--- src/rtl/moore_seq_detect_pkg.sv ---
// Shared types and helpers for the parametrised Moore serial pattern detector.
// Pulled into the detector and its prefix matcher with a package import.
package moore_seq_detect_pkg;

    localparam int N_MAX = 16;

    typedef enum logic [1:0] {
        ACT_NONE  = 2'd0,
        ACT_LOAD  = 2'd1,
        ACT_SHIFT = 2'd2
    } act_e;

    function automatic int state_w(input int n);
        return $clog2(n + 1);
    endfunction

endpackage

--- src/rtl/seq_prefix_match.sv ---
// Combinational longest-prefix matcher: finds the largest k such that the
// newest k valid history bits equal the first k pattern bits.
module seq_prefix_match
    import moore_seq_detect_pkg::*;
#(
    parameter  int N  = 4,
    localparam int SW = state_w(N)
) (
    input  logic [N-1:0]  hist,
    input  logic [SW-1:0] len,
    input  logic [N-1:0]  pat,
    output logic [SW-1:0] k
);

    logic ok;

    // hist[0] is the newest bit; pat[N-1] is the first expected bit.
    always_comb begin
        k  = '0;
        ok = 1'b0;
        for (int j = 1; j <= N; j++) begin
            ok = (j <= int'(len));
            for (int i = 0; i < j; i++) begin
                if (hist[j-1-i] != pat[N-1-i]) begin
                    ok = 1'b0;
                end
            end
            if (ok) begin
                k = SW'(j);
            end
        end
    end

endmodule

--- src/rtl/moore_seq_detect.sv ---
// Moore serial pattern detector with runtime-loadable pattern, optional
// overlapping detection and a saturating match counter.
module moore_seq_detect
    import moore_seq_detect_pkg::*;
#(
    parameter  int N     = 4,
    parameter  int CNT_W = 8,
    localparam int SW    = state_w(N)
) (
    input  logic             clk,
    input  logic             rst,
    input  logic             b,
    input  logic             en,
    input  logic             load,
    input  logic [N-1:0]     pattern,
    input  logic             overlap,
    output logic [SW-1:0]    y,
    output logic             match,
    output logic [CNT_W-1:0] count
);

    logic [N-1:0]     pat_q,   pat_d;
    logic [N-1:0]     hist_q,  hist_d;
    logic [SW-1:0]    len_q,   len_d;
    logic [SW-1:0]    y_q,     y_d;
    logic             match_q, match_d;
    logic [CNT_W-1:0] count_q, count_d;

    act_e          act;
    logic          restart;
    logic [N-1:0]  hist_sh;
    logic [SW-1:0] len_sh;
    logic [SW-1:0] k_next;
    logic          full_next;

    always_comb begin
        if (load) begin
            act = ACT_LOAD;
        end else if (en) begin
            act = ACT_SHIFT;
        end else begin
            act = ACT_NONE;
        end
    end

    // Non-overlapping mode: the bit after a full match starts a fresh history.
    always_comb begin
        restart = (y_q == SW'(N)) && !overlap;
        if (restart) begin
            hist_sh = {{(N-1){1'b0}}, b};
            len_sh  = SW'(1);
        end else begin
            hist_sh = {hist_q[N-2:0], b};
            len_sh  = (len_q == SW'(N)) ? len_q : len_q + 1'b1;
        end
    end

    seq_prefix_match #(
        .N (N)
    ) u_match (
        .hist (hist_sh),
        .len  (len_sh),
        .pat  (pat_q),
        .k    (k_next)
    );

    assign full_next = (k_next == SW'(N));

    always_comb begin
        pat_d   = pat_q;
        hist_d  = hist_q;
        len_d   = len_q;
        y_d     = y_q;
        match_d = match_q;
        count_d = count_q;
        unique case (act)
            ACT_LOAD: begin
                pat_d   = pattern;
                hist_d  = '0;
                len_d   = '0;
                y_d     = '0;
                match_d = 1'b0;
                count_d = '0;
            end
            ACT_SHIFT: begin
                hist_d  = hist_sh;
                len_d   = len_sh;
                y_d     = k_next;
                match_d = full_next;
                if (full_next && (count_q != {CNT_W{1'b1}})) begin
                    count_d = count_q + 1'b1;
                end
            end
            default: ;
        endcase
    end

    always_ff @(posedge clk) begin
        if (rst) begin
            pat_q   <= '0;
            hist_q  <= '0;
            len_q   <= '0;
            y_q     <= '0;
            match_q <= 1'b0;
            count_q <= '0;
        end else begin
            pat_q   <= pat_d;
            hist_q  <= hist_d;
            len_q   <= len_d;
            y_q     <= y_d;
            match_q <= match_d;
            count_q <= count_d;
        end
    end

    assign y     = y_q;
    assign match = match_q;
    assign count = count_q;

endmodule

--- config.mk ---
export PLATFORM = sky130hd
export DESIGN_NAME = moore_seq_detect
export DESIGN_NICKNAME = d
export VERILOG_FILES = /design/src/rtl/moore_seq_detect_pkg.sv /design/src/rtl/seq_prefix_match.sv /design/src/rtl/moore_seq_detect.sv
export SDC_FILE = /design/constraint.sdc
export NUM_CORES = 1
export LEC_CHECK = 0
export BUFFER_PORTS_ARGS = -buffer_cell sky130_fd_sc_hd__buf_2
export CORE_MARGIN = 2
export CORE_UTILIZATION = 40
export DETAILED_ROUTE_END_ITERATION = 10
export PLACE_DENSITY_LB_ADDON = 0.15
export REMOVE_ABC_BUFFERS = 1
export SLEW_MARGIN = 20
export SYNTH_ARGS = -nofsm -noshare
export SYNTH_HDL_FRONTEND = slang
export SYNTH_HIERARCHICAL = 1
export SYNTH_SLANG_ARGS = --single-unit
--- constraint.sdc ---
create_clock -name clk -period 2.95 [get_ports clk]
set_input_delay 0.1475 -clock clk [delete_from_list [all_inputs] [get_ports clk]]
set_output_delay 0.1475 -clock clk [all_outputs]
set_load 0.005 [all_outputs]
==> metrics.cfg <==
[clock_tree]
ctsHoldBuffers = 0
clk_path_buf_depth = 2
worst_skew_pair.late_latency_ps = 310
post_cts_buffers = 0
clkTransAtPathRegs_ps = 130
cts.htree.levels = 1
cts-root-buf = clkbuf_4
cts_inserted_buffers = 3
cts_tree = yes
clock-sinks = 22

[synth]
synthCells = 142
yosysUniqueCellTypes = 42
avgSynthCellArea_sq_um = 8.688
synth_seq_cells = 22
synth_area_sq_um = 1234
synth_warnings = 6
synthFlopType = dfxtp_1
seq_area_frac_synth_pct = 35.70
async_flop_share_pct = 0
synth-edff-count = 0

[placed_design]
dpl_cell_area_sq_um = 1356
port-buffer-count = 21
dp_hpwl_um = 2045
gp_congestion = 0.7966
place_inst = 191
dp_slack_ps = 90.05

[sta]
worstMarginPinSlew_ps = 517.8
final_max_slew_viol_count = 0
fin_crit_sh_pct = 90.47
slew_headroom_pct = 65.21
setup_ws_ps = 281.2
setup_violations = 0
fmax_ghz = 0.3747
fin_tns_setup_ps = 0
clock_skew_ps = 5.739
rsz0062_at_grt = no
hold_viol_final = 0
layout_min_cycle_time_ps = 2669
holdWs_ps = 66.95

[critical_path]
max_stage_delay_ps = 360
cp_data_required_time_ps = 3170
crit_fanout = 8
r2r-end = count[4]$_SDFFE_PP0P_
cp-end-kind = flip-flop
r2r_cells = 10
worst-endpoint-arrival_ps = 2890
r2r_setup_slack_ps = 280
reg2reg_from = y[2]$_SDFFE_PP0P_
crit_path_start_kind = flip-flop
path_cells = nor4b_2 -> buf_4 -> nor2b_1 -> xor2_1 -> nor4_2 -> a21oi_1 -> nor2_1 -> and3_1 -> nand2_1 -> o41ai_2
cp_slowest_cell = nor4_2
crit_type = reg -> reg

[run_status]
outcome = finished clean

[die]
ioPinCount = 22
initial_core_util_pct = 41.08
die_h_um = 59.54
die_area_sq_um = 3544
core_sq_um = 3003
die_w_um = 59.54
row_count = 20

[detailed_routing]
drc = 0
ant_nets = 0
vias = 1065
drt-initial-drc-count = 29
wl_per_cell_um = 13.98
vias_per_cell = 5.462
firstDrtPassIters = 4
drt_wl_total_um = 2727

[job]
cap_viol_max_count = 0

[power]
power_mw = 0.5385
p_leak_nw = 0.5726
vdd_drop_max_mv = 0.2441
powerDensity_nw_per_um2 = 383.6

[global_route]
grt_pass1_wl_um = 4422
grt_usage_pct = 16.41
grt_pass1_vias = 969
grt_max_degree = 18
antenna_found_initial = 0
grt_overflow = 0

[worst_hold_path]
min_to = pat_q[3]$_SDFFE_PP0P_
min_path_cells = 3
min_path_type = in -> reg
hold_path_startpoint = pattern[3]

[cells_and_area]
layout.nets = 176
final_common_cell = dfxtp_1
n_antenna_cell = 0
final_util_pct = 46.75
final_area_sq_um = 1404
layout_common_cells = dfxtp_1 (22), buf_2 (21), nor2_1 (17)
stdcell_count = 195
layout-drive-gt1-share_pct = 22.84
area_delta_synth_final_pct = 13.79

## logic make-up (layout without fill, tap and decap cells)
| group | after synthesis | count (layout) | synth area share (%) |
|---|---|---|---|
| and+or+nand+nor | 63 | 63 | 28.50 |
| muxes | 9 | 9 | 7.303 |
| adders and majority gates | 3 | 3 | 3.043 |
| buffers and inverters | 10 | 30 | 4.056 |
| DFF | 22 | 22 | 35.70 |
| AOI/OAI and AO/OA | 24 | 24 | 13.59 |
| xor gates and xnor gates | 11 | 11 | 7.809 |
## layout make-up
type	instances	area, sq um
clock buffer	4	36.28
tap	33	41.29
timing repair buffer	23	120.1
fill	322	1599
inverter	3	11.26
multi-input combinational	110	754.5
sequential	22	440.4
## power by group
group	internal, mW	switching [mW]
Combinational	0.0259	0.0337
Clock	0.0753	0.0948
Sequential	0.303	0.00614
## state kept, by name (all words and copies together), names as in the netlist
name / cells
count: 8
hist_q: 3
len_q: 3
match: 1
pat_q: 4
y: 3
## worst max-delay path, delay by kind of cell, from the launching register on
kind	cells	cell delay (ps)
AO/OA/AOI/OAI	2	380
XOR/XNOR	1	140
AND/OR/NAND/NOR	6	1570
flip-flops	1	340
buffers and inverters	1	160
## how the worst max path moves through the flow
stage / start / cells past startpoint / end
floorplan: y[0]$_SDFFE_PP0P_ / 9 / count[0]$_SDFFE_PP0P_
global placement: len_q[0]$_SDFFE_PP0P_ / 11 / count[0]$_SDFFE_PP0P_
detailed placement: len_q[0]$_SDFFE_PP0P_ / 11 / count[6]$_SDFFE_PP0P_
CTS: len_q[0]$_SDFFE_PP0P_ / 11 / count[4]$_SDFFE_PP0P_
global route: y[0]$_SDFFE_PP0P_ / 10 / count[4]$_SDFFE_PP0P_
finish: y[2]$_SDFFE_PP0P_ / 10 / count[4]$_SDFFE_PP0P_
## layer usage
metal  up-vias  global-route usage [%]  part of all wire (%)
met2        22                   27.63                    50
met5         -                       0                     0
li1        541                       -                     -
met1       500                   21.17                    46
met4         0                   6.667                  0.66
met3         2                   1.965                   3.9
## synth_stat cells (2+ instances only)
master / n / area, sq um
nand3_1: 7 / 35.03
nor2b_1: 6 / 37.54
nor2_1: 17 / 63.81
or3_1: 2 / 12.51
ha_1: 3 / 37.54
clkbuf_1: 2 / 7.510
nor4_1: 3 / 18.77
nor3_1: 4 / 20.02
xor2_1: 6 / 52.55
buf_4: 3 / 22.52
mux2i_1: 9 / 90.09
xnor2_1: 5 / 43.79
o21ai_0: 2 / 10.01
a31o_1: 2 / 17.52
inv_1: 3 / 11.26
nand2b_1: 3 / 18.77
a21oi_1: 9 / 45.04
nand2_1: 11 / 41.29
dfxtp_1: 22 / 440.4
## what timing repair did
item	CTS	global route
endpoints found under the setup margin	0	8
resized for setup	0	2
hold endpoints to repair	0	0
No activity file was read; power rests on OpenSTA's default activity.
